--- config.mk ---
export PLATFORM = sky130hd
export DESIGN_NAME = cnn_top
export DESIGN_NICKNAME = d
export VERILOG_FILES = /design/src/rtl/cnn_pkg.sv /design/src/rtl/cnn_conv3x3_sobel.sv /design/src/rtl/cnn_top.sv
export SDC_FILE = /design/constraint.sdc
export NUM_CORES = 2
export LEC_CHECK = 0
export CAP_MARGIN = 20
export CORE_MARGIN = 4
export CORE_UTILIZATION = 25
export CTS_BUF_LIST = sky130_fd_sc_hd__clkbuf_4
export DETAILED_ROUTE_END_ITERATION = 8
export GPL_TIMING_DRIVEN = 0
export PLACE_DENSITY_LB_ADDON = 0.05
export RECOVER_POWER = 50
export SLEW_MARGIN = 20
export SYNTH_ARGS = -nofsm -noshare
export SYNTH_HDL_FRONTEND = slang
export SYNTH_HIERARCHICAL = 1
export SYNTH_SLANG_ARGS = --single-unit
--- constraint.sdc ---
create_clock -name clk -period 7.1 [get_ports clk]
set_clock_uncertainty 0.15 [all_clocks]
set_input_delay 1.42 -clock clk [delete_from_list [all_inputs] [get_ports clk]]
set_output_delay 1.42 -clock clk [all_outputs]
set_load 0.01 [all_outputs]
--- src/rtl/cnn_pkg.sv ---
// Shared constants, FSM encoding and small helpers for the CNN lane-feature engine.
package cnn_pkg;

  localparam int IMG_W_DEF = 32;
  localparam int IMG_H_DEF = 32;
  localparam int POOL_W    = 15;
  localparam int PIX_W     = 8;
  localparam int CONV_W    = 11;
  localparam int FEAT_W    = 10;

  typedef enum logic [1:0] {
    IDLE  = 2'd0,
    RUN   = 2'd1,
    FLUSH = 2'd2,
    DONE  = 2'd3
  } state_e;

  // Sobel-X, indexed [window row][window col]; col 0 is the oldest (leftmost) pixel.
  localparam logic signed [CONV_W-1:0] SOBEL_X [3][3] = '{
    '{-11'sd1, 11'sd0, 11'sd1},
    '{-11'sd2, 11'sd0, 11'sd2},
    '{-11'sd1, 11'sd0, 11'sd1}
  };

  function automatic logic [FEAT_W-1:0] relu(input logic signed [CONV_W-1:0] v);
    return v[CONV_W-1] ? {FEAT_W{1'b0}} : v[FEAT_W-1:0];
  endfunction

  function automatic logic [FEAT_W-1:0] max2(input logic [FEAT_W-1:0] a,
                                             input logic [FEAT_W-1:0] b);
    return (a > b) ? a : b;
  endfunction

endpackage

--- src/rtl/cnn_conv3x3_sobel.sv ---
// Line buffers, 3x3 sliding window and Sobel-X kernel MAC; emits the 30x30 valid conv map
// with map coordinates (centre row/col minus one).
module cnn_conv3x3_sobel
  import cnn_pkg::*;
#(
  parameter int IMG_W = IMG_W_DEF,
  parameter int IMG_H = IMG_H_DEF,
  parameter int CW    = $clog2(IMG_W),
  parameter int RW    = $clog2(IMG_H)
) (
  input  logic                     clk,
  input  logic                     rst,
  input  logic                     clr_i,
  input  logic                     pix_valid_i,
  input  logic [PIX_W-1:0]         pix_i,
  output logic                     conv_valid_o,
  output logic [RW-1:0]            conv_row_o,
  output logic [CW-1:0]            conv_col_o,
  output logic signed [CONV_W-1:0] conv_data_o
);

  logic [CW-1:0]    col_q;
  logic [RW-1:0]    row_q;
  logic [PIX_W-1:0] lb0_q [IMG_W];
  logic [PIX_W-1:0] lb1_q [IMG_W];
  logic [PIX_W-1:0] win_q [3][3];
  logic             win_valid_q;
  logic [RW-1:0]    win_row_q;
  logic [CW-1:0]    win_col_q;

  logic                     conv_valid_q;
  logic [RW-1:0]            conv_row_q;
  logic [CW-1:0]            conv_col_q;
  logic signed [CONV_W-1:0] conv_data_q;
  logic signed [CONV_W-1:0] conv_sum_d;

  // lb0 holds the previous row, lb1 the row before; the window shifts left on every accepted pixel.
  always_ff @(posedge clk) begin
    if (rst || clr_i) begin
      col_q       <= '0;
      row_q       <= '0;
      win_valid_q <= 1'b0;
      win_row_q   <= '0;
      win_col_q   <= '0;
      for (int i = 0; i < IMG_W; i++) begin
        lb0_q[i] <= '0;
        lb1_q[i] <= '0;
      end
      for (int r = 0; r < 3; r++) begin
        for (int c = 0; c < 3; c++) begin
          win_q[r][c] <= '0;
        end
      end
    end else begin
      win_valid_q <= pix_valid_i && (row_q >= RW'(2)) && (col_q >= CW'(2));
      if (pix_valid_i) begin
        for (int r = 0; r < 3; r++) begin
          win_q[r][0] <= win_q[r][1];
          win_q[r][1] <= win_q[r][2];
        end
        win_q[0][2]  <= lb1_q[col_q];
        win_q[1][2]  <= lb0_q[col_q];
        win_q[2][2]  <= pix_i;
        lb1_q[col_q] <= lb0_q[col_q];
        lb0_q[col_q] <= pix_i;
        win_row_q    <= row_q - RW'(2);
        win_col_q    <= col_q - CW'(2);
        if (col_q == CW'(IMG_W - 1)) begin
          col_q <= '0;
          row_q <= (row_q == RW'(IMG_H - 1)) ? '0 : row_q + RW'(1);
        end else begin
          col_q <= col_q + CW'(1);
        end
      end
    end
  end

  always_comb begin
    conv_sum_d = '0;
    for (int r = 0; r < 3; r++) begin
      for (int c = 0; c < 3; c++) begin
        conv_sum_d = conv_sum_d
                   + signed'({{(CONV_W-PIX_W){1'b0}}, win_q[r][c]}) * SOBEL_X[r][c];
      end
    end
  end

  // Kernel output register.
  always_ff @(posedge clk) begin
    if (rst || clr_i) begin
      conv_valid_q <= 1'b0;
      conv_row_q   <= '0;
      conv_col_q   <= '0;
      conv_data_q  <= '0;
    end else begin
      conv_valid_q <= win_valid_q;
      conv_row_q   <= win_row_q;
      conv_col_q   <= win_col_q;
      conv_data_q  <= conv_sum_d;
    end
  end

  assign conv_valid_o = conv_valid_q;
  assign conv_row_o   = conv_row_q;
  assign conv_col_o   = conv_col_q;
  assign conv_data_o  = conv_data_q;

endmodule

--- src/rtl/cnn_top.sv ---
// Single-frame Sobel-X -> ReLU -> 2x2 max-pool -> column-weighted sum lane scorer.
// Pipeline: window -> conv -> pool -> MAC -> output, so the score lands 4 edges after the last pixel.
module cnn_top
  import cnn_pkg::*;
#(
  parameter int IMG_W = IMG_W_DEF,
  parameter int IMG_H = IMG_H_DEF,
  parameter int ACC_W = 48
) (
  input  logic                    clk,
  input  logic                    rst,
  input  logic                    start_signal,
  input  logic                    pixel_valid,
  input  logic [PIX_W-1:0]        pixel_in,
  output logic                    final_result_valid,
  output logic signed [ACC_W-1:0] final_lane_result
);

  localparam int CW     = $clog2(IMG_W);
  localparam int RW     = $clog2(IMG_H);
  localparam int NPIX   = IMG_W * IMG_H;
  localparam int PCNT_W = $clog2(NPIX + 1);
  localparam int PCW    = $clog2(POOL_W);

  state_e              state_q, state_d;
  logic [PCNT_W-1:0]   pix_cnt_q;
  logic [1:0]          flush_cnt_q;
  logic                accept_s;
  logic                clr_s;
  logic                last_pix_s;

  logic                     conv_valid_s;
  logic [RW-1:0]            conv_row_s;
  logic [CW-1:0]            conv_col_s;
  logic signed [CONV_W-1:0] conv_data_s;
  logic [FEAT_W-1:0]        feat_s;
  logic [PCW-1:0]           pc_s;
  logic                     in_pool_s;

  logic [FEAT_W-1:0]        hold_q;
  logic [FEAT_W-1:0]        rowbuf_q [POOL_W];
  logic                     pool_valid_q;
  logic [FEAT_W-1:0]        pool_q;
  logic [PCW-1:0]           pool_col_q;

  logic signed [ACC_W-1:0]  acc_q, acc_d;
  logic                     valid_q;
  logic signed [ACC_W-1:0]  result_q;

  // FSM state register.
  always_ff @(posedge clk) begin
    if (rst) begin
      state_q <= IDLE;
    end else begin
      state_q <= state_d;
    end
  end

  // FSM next state; any start pulse (re)arms a frame from scratch.
  always_comb begin
    state_d = state_q;
    case (state_q)
      IDLE:    state_d = start_signal ? RUN : IDLE;
      RUN: begin
        if (start_signal)    state_d = RUN;
        else if (last_pix_s) state_d = FLUSH;
        else                 state_d = RUN;
      end
      FLUSH: begin
        if (start_signal)              state_d = RUN;
        else if (flush_cnt_q == 2'd3)  state_d = DONE;
        else                           state_d = FLUSH;
      end
      DONE:    state_d = start_signal ? RUN : IDLE;
      default: state_d = IDLE;
    endcase
  end

  // FSM output decode.
  always_comb begin
    clr_s = start_signal;
    case (state_q)
      RUN:     accept_s = pixel_valid & ~start_signal;
      default: accept_s = 1'b0;
    endcase
    last_pix_s = accept_s && (pix_cnt_q == PCNT_W'(NPIX - 1));
  end

  // Frame pixel counter and pipeline drain counter.
  always_ff @(posedge clk) begin
    if (rst || clr_s) begin
      pix_cnt_q   <= '0;
      flush_cnt_q <= 2'd0;
    end else begin
      if (accept_s) begin
        pix_cnt_q <= pix_cnt_q + PCNT_W'(1);
      end
      flush_cnt_q <= (state_q == FLUSH) ? flush_cnt_q + 2'd1 : 2'd0;
    end
  end

  cnn_conv3x3_sobel #(
    .IMG_W (IMG_W),
    .IMG_H (IMG_H),
    .CW    (CW),
    .RW    (RW)
  ) u_conv (
    .clk          (clk),
    .rst          (rst),
    .clr_i        (clr_s),
    .pix_valid_i  (accept_s),
    .pix_i        (pixel_in),
    .conv_valid_o (conv_valid_s),
    .conv_row_o   (conv_row_s),
    .conv_col_o   (conv_col_s),
    .conv_data_o  (conv_data_s)
  );

  always_comb begin
    feat_s    = relu(conv_data_s);
    pc_s      = PCW'(conv_col_s >> 1);
    in_pool_s = ((conv_row_s >> 1) < RW'(POOL_W)) && ((conv_col_s >> 1) < CW'(POOL_W));
  end

  // Horizontal pair max in hold_q; even map rows park it in rowbuf, odd rows complete the 2x2.
  always_ff @(posedge clk) begin
    if (rst || clr_s) begin
      hold_q       <= '0;
      pool_valid_q <= 1'b0;
      pool_q       <= '0;
      pool_col_q   <= '0;
      for (int i = 0; i < POOL_W; i++) begin
        rowbuf_q[i] <= '0;
      end
    end else begin
      pool_valid_q <= 1'b0;
      if (conv_valid_s && in_pool_s) begin
        if (!conv_col_s[0]) begin
          hold_q <= feat_s;
        end else if (!conv_row_s[0]) begin
          rowbuf_q[pc_s] <= max2(hold_q, feat_s);
        end else begin
          pool_valid_q <= 1'b1;
          pool_q       <= max2(rowbuf_q[pc_s], max2(hold_q, feat_s));
          pool_col_q   <= pc_s;
        end
      end
    end
  end

  always_comb begin
    if (pool_valid_q) begin
      acc_d = acc_q + signed'(ACC_W'(pool_col_q) * ACC_W'(pool_q));
    end else begin
      acc_d = acc_q;
    end
  end

  // Column-weighted accumulator.
  always_ff @(posedge clk) begin
    if (rst || clr_s) begin
      acc_q <= '0;
    end else begin
      acc_q <= acc_d;
    end
  end

  // Output register: loads and pulses on entry to DONE, otherwise holds the last score.
  always_ff @(posedge clk) begin
    if (rst) begin
      valid_q  <= 1'b0;
      result_q <= '0;
    end else if (state_d == DONE) begin
      valid_q  <= 1'b1;
      result_q <= acc_q;
    end else begin
      valid_q  <= 1'b0;
    end
  end

  assign final_result_valid = valid_q;
  assign final_lane_result  = result_q;

endmodule

==> impl_metrics.py <==
metrics = {
    "outcome": {
        "run_status": "complete, but fails checks",
        "failed_checks": "capacitance limit, slew limit",
    },
    "cts": {
        "clk-insertion-delay-late_ns": 1.34,
        "clkTransAtPathRegs_ns": 0.05,
        "clock_tree.htree_level_count": 5,
        "hold_buffers": 0,
        "postCtsResizedCells": 0,
        "cts_tree": "yes",
        "ctsLongestPathBuffers": 4,
        "cts-buffers-inserted": 306,
        "post_cts.repair.setup_buffers": 0,
        "root_buffer": "clkbuf_4",
        "clock_sink_count": 929,
    },
    "pwr": {
        "ir_drop_v": 0.000170,
        "p_per_area_nw_per_um2": 249,
        "report.power.total_mw": 12.8,
        "leakagePower_nw": 19.3,
    },
    "logic_synthesis": {
        "yosysWarningCount": 6,
        "synth_fa_ha_area_share_pct": 4.51,
        "synth_top_cell_by_area": "edfxtp_1",
        "netlist-cell-type-count": 65,
        "complex_gate_fraction_of_the_synthesized_area_pct": 5.19,
        "mappedNetlistArea_um2": 44000,
        "synth_xor_area_share_pct": 1.31,
        "ys_seq_area_share_pct": 59.1,
        "postSynthCellCount": 3497,
        "synth_ff_type": "edfxtp_1",
        "synth.ff_latch_count": 929,
        "post_synth_mux_area_share_pct": 9.89,
        "asyncSetResetFlopFracSynth_pct": 0,
        "synth_top_family_by_area": "simple AND/OR/NAND/NOR gates",
        "synth.area.top_cells": "edfxtp_1 51%, dfxtp_1 8.4%, mux4_2 6.2%",
        "post_synth_and_or_nand_nor_area_fraction_pct": 15.6,
        "post_synth_most_frequent_cells": "744 x edfxtp_1, 320 x and3_1, 296 x nor2_1",
        "synth_edf_count": 744,
        "yosysMostFrequentCell": "edfxtp_1",
        "post-synth-top-area-fraction_pct": 50.7,
        "synth_area_per_cell_um2": 12.6,
    },
    "sta": {
        "grt_setup_unrepaired": "false",
        "timing.final.hold_violations": 0,
        "transition_time_of_the_tightest_slew_check_pin_ns": 3.01,
        "final-setup-viol-count": 0,
        "whs_ns": 0.265,
        "timing_max_transition_violations_final": 54,
        "maxClockFrequency_ghz": 0.159,
        "max_transition_margin_pct": -101,
        "part_of_the_cycle_the_worst_path_needs_pct": 88.7,
        "period_minus_slack_ns": 6.30,
        "final_critical_path_setup_slack_ns": 0.804,
    },
    "detailed_routing": {
        "detail_route.first_pass.iterations": 5,
        "drc": 0,
        "detail_route.wirelength_um": 162000,
        "initialDrtViolationCount": 1759,
        "dr.max_layer_used": "met4",
        "dr_total_vias": 29300,
        "drt-vias-per-instance": 4.58,
        "wl_met3_um": 6230,
        "met1_length_um": 70800,
        "route.antenna.remaining_nets": 0,
        "drt-wirelength-per-cell_um": 25.3,
        "met2_length_um": 79900,
    },
    "die": {
        "design.core.area_um2": 175000,
        "top_level_ports": 61,
        "die_width_um": 428,
        "die_area_um2": 183000,
        "rows": 153,
        "floorplan.die.height_um": 428,
        "initial_utilization_pct": 25.2,
    },
    "cells_and_area": {
        "syn_to_layout_area_delta_pct": 16.5,
        "post_route_cells_drive_above_1_share_pct": 23.1,
        "fin_area_um2": 51300,
        "number_of_fill_cells": 18200,
        "nNetsFinal": 4029,
        "utilization_pct": 29.4,
    },
    "critical_path": {
        "crit_fanout": 16,
        "arrival_ns": 7.04,
        "worst_setup_path_start_kind": "primary input",
        "worstSetupPathType": "in -> reg",
        "critPathCaptureType": "register",
        "r2r_setup_slack_ns": 0.87,
        "timing.rr.end": "acc_q[35]$_SDFFE_PP0P_",
        "regToRegStartpoint": "pool_col_q[1]$_SDFFE_PP0P_",
        "rr_worst_depth": 21,
        "worst_ep_required_time_ns": 7.84,
    },
    "placement": {
        "pre_cts_slack_ns": -0.695,
        "postPlaceCellArea_um2": 47800,
        "routability_cong": 0.767,
        "port_buffers": 60,
        "place_hpwl_um": 112000,
    },
    "min_path": {
        "min-delay-start": "flush_cnt_q[0]$_SDFF_PP0_",
        "hold_path_end": "flush_cnt_q[0]$_SDFF_PP0_",
        "holdCritPathClass": "reg -> reg",
        "hold_path_depth": 1,
    },
    "grt": {
        "grt_remaining_overflow": 0,
        "gr-usage-all-layers_pct": 17.7,
        "grt_start_max_net_pins": 52,
        "grt_first_pass_wirelength_um": 231000,
        "grt_antenna_before_repair": 7,
        "first_global_vias": 31100,
    },
    "job": {
        "max-cap-violations": 2,
    },
}
-- worst max-delay path by stage --
| stage | cells past startpoint | startpoint | slack, ns | endpoint |
|---|---|---|---|---|
| 3_3_place_gp | 8 | start_signal | -0.96 | u_conv/lb0_q[12][2]$_SDFFCE_PN0P_ |
| 4_1_cts | 8 | start_signal | 0.75 | u_conv/lb0_q[13][5]$_SDFFCE_PN0P_ |
| 6_report | 8 | start_signal | 0.80 | u_conv/lb0_q[13][5]$_SDFFCE_PN0P_ |
| 5_1_grt | 21 | pool_col_q[1]$_SDFFE_PP0P_ | 0.40 | acc_q[33]$_SDFFE_PP0P_ |
| 3_5_place_dp | 8 | start_signal | -0.69 | u_conv/lb0_q[13][4]$_SDFFCE_PN0P_ |
| 2_1_floorplan | 21 | pool_col_q[1]$_SDFFE_PP0P_ | 2.11 | acc_q[35]$_SDFFE_PP0P_ |
-- final cells by class --
type | instances | area (um^2) | share of cell area [%]
antenna | 17 | 42.5 | 0.0829
multi-input combinational | 2166 | 16200 | 31.6
timing repair buffer | 73 | 741 | 1.44
buffer | 276 | 1380 | 2.68
clock buffer | 434 | 3260 | 6.35
sequential | 929 | 26000 | 50.8
tap | 2325 | 2910 | 5.67
inverter | 135 | 507 | 0.988
clock inverter | 39 | 204 | 0.398
-- layout by cell type, fill, tap and decap left out, types with 40 or more instances in the layout --
master	instances
mux4_2	121
clkbuf_1	195
dlygate4sd3_1	51
edfxtp_1	744
and2_1	40
inv_1	133
ha_1	82
a21oi_1	115
dfxtp_1	185
nand2_1	264
fa_1	48
mux2i_1	162
xor2_1	45
nor2_2	240
a22oi_1	66
nor2_1	296
clkbuf_4	434
and3_1	320
-- worst max-delay path, cell delays in order --
cell	delay, ns
dlygate4sd3_1	0.82
nor2_1	0.74
clkbuf_1	0.47
and3_1	0.24
clkbuf_1	0.90
clkbuf_1	0.78
nand2_1	0.64
nand2_1	0.98
-- cells by family (layout without fill, tap and decap cells) --
| group | count (synthesis) | in the layout |
|---|---|---|
| simple gates | 1328 | 1328 |
| flops | 929 | 929 |
| buf+inv | 411 | 957 |
| compound gates | 348 | 348 |
| mux | 284 | 284 |
| fa+ha+maj | 130 | 130 |
| xor+xnor | 66 | 66 |
| other cells | 1 | 27 |
-- registers in the layout (all words and copies together), names as in the netlist, 10 cells and up, named ones only --
signal / cells
acc_q: 48
final_lane_result: 48
hold_q: 10
pix_cnt_q: 11
pool_q: 10
rowbuf_q: 160
u_conv/conv_data_o: 11
u_conv/lb0_q: 256
u_conv/lb1_q: 256
u_conv/win_q: 72
-- per-stage QoR --
step / TNS (ns) / cells
floorplan: 0 / 3506
global placement: -260.47 / 5891
detailed placement: -59.66 / 5902
CTS: 0 / 6375
global route: 0 / 6389
finish: 0 / 6394
-- routing by layer --
metal | global-route usage, % | vias to the layer above
li1 | - | 13600
met1 | 22.5 | 14700
met2 | 30.6 | 721
met3 | 3.12 | 300
met4 | 5.54 | 0
met5 | 0 | -
-- power breakdown --
| part | internal, mW | switching [mW] | total, mW |
|---|---|---|---|
| combinational | 0.383 | 0.909 | 1.29 |
| sequential | 6.11 | 0.0724 | 6.18 |
| clock | 2.83 | 2.48 | 5.31 |
| total | 9.32 | 3.46 | 12.8 |
Note: power is estimated with default switching activity, not from simulation.
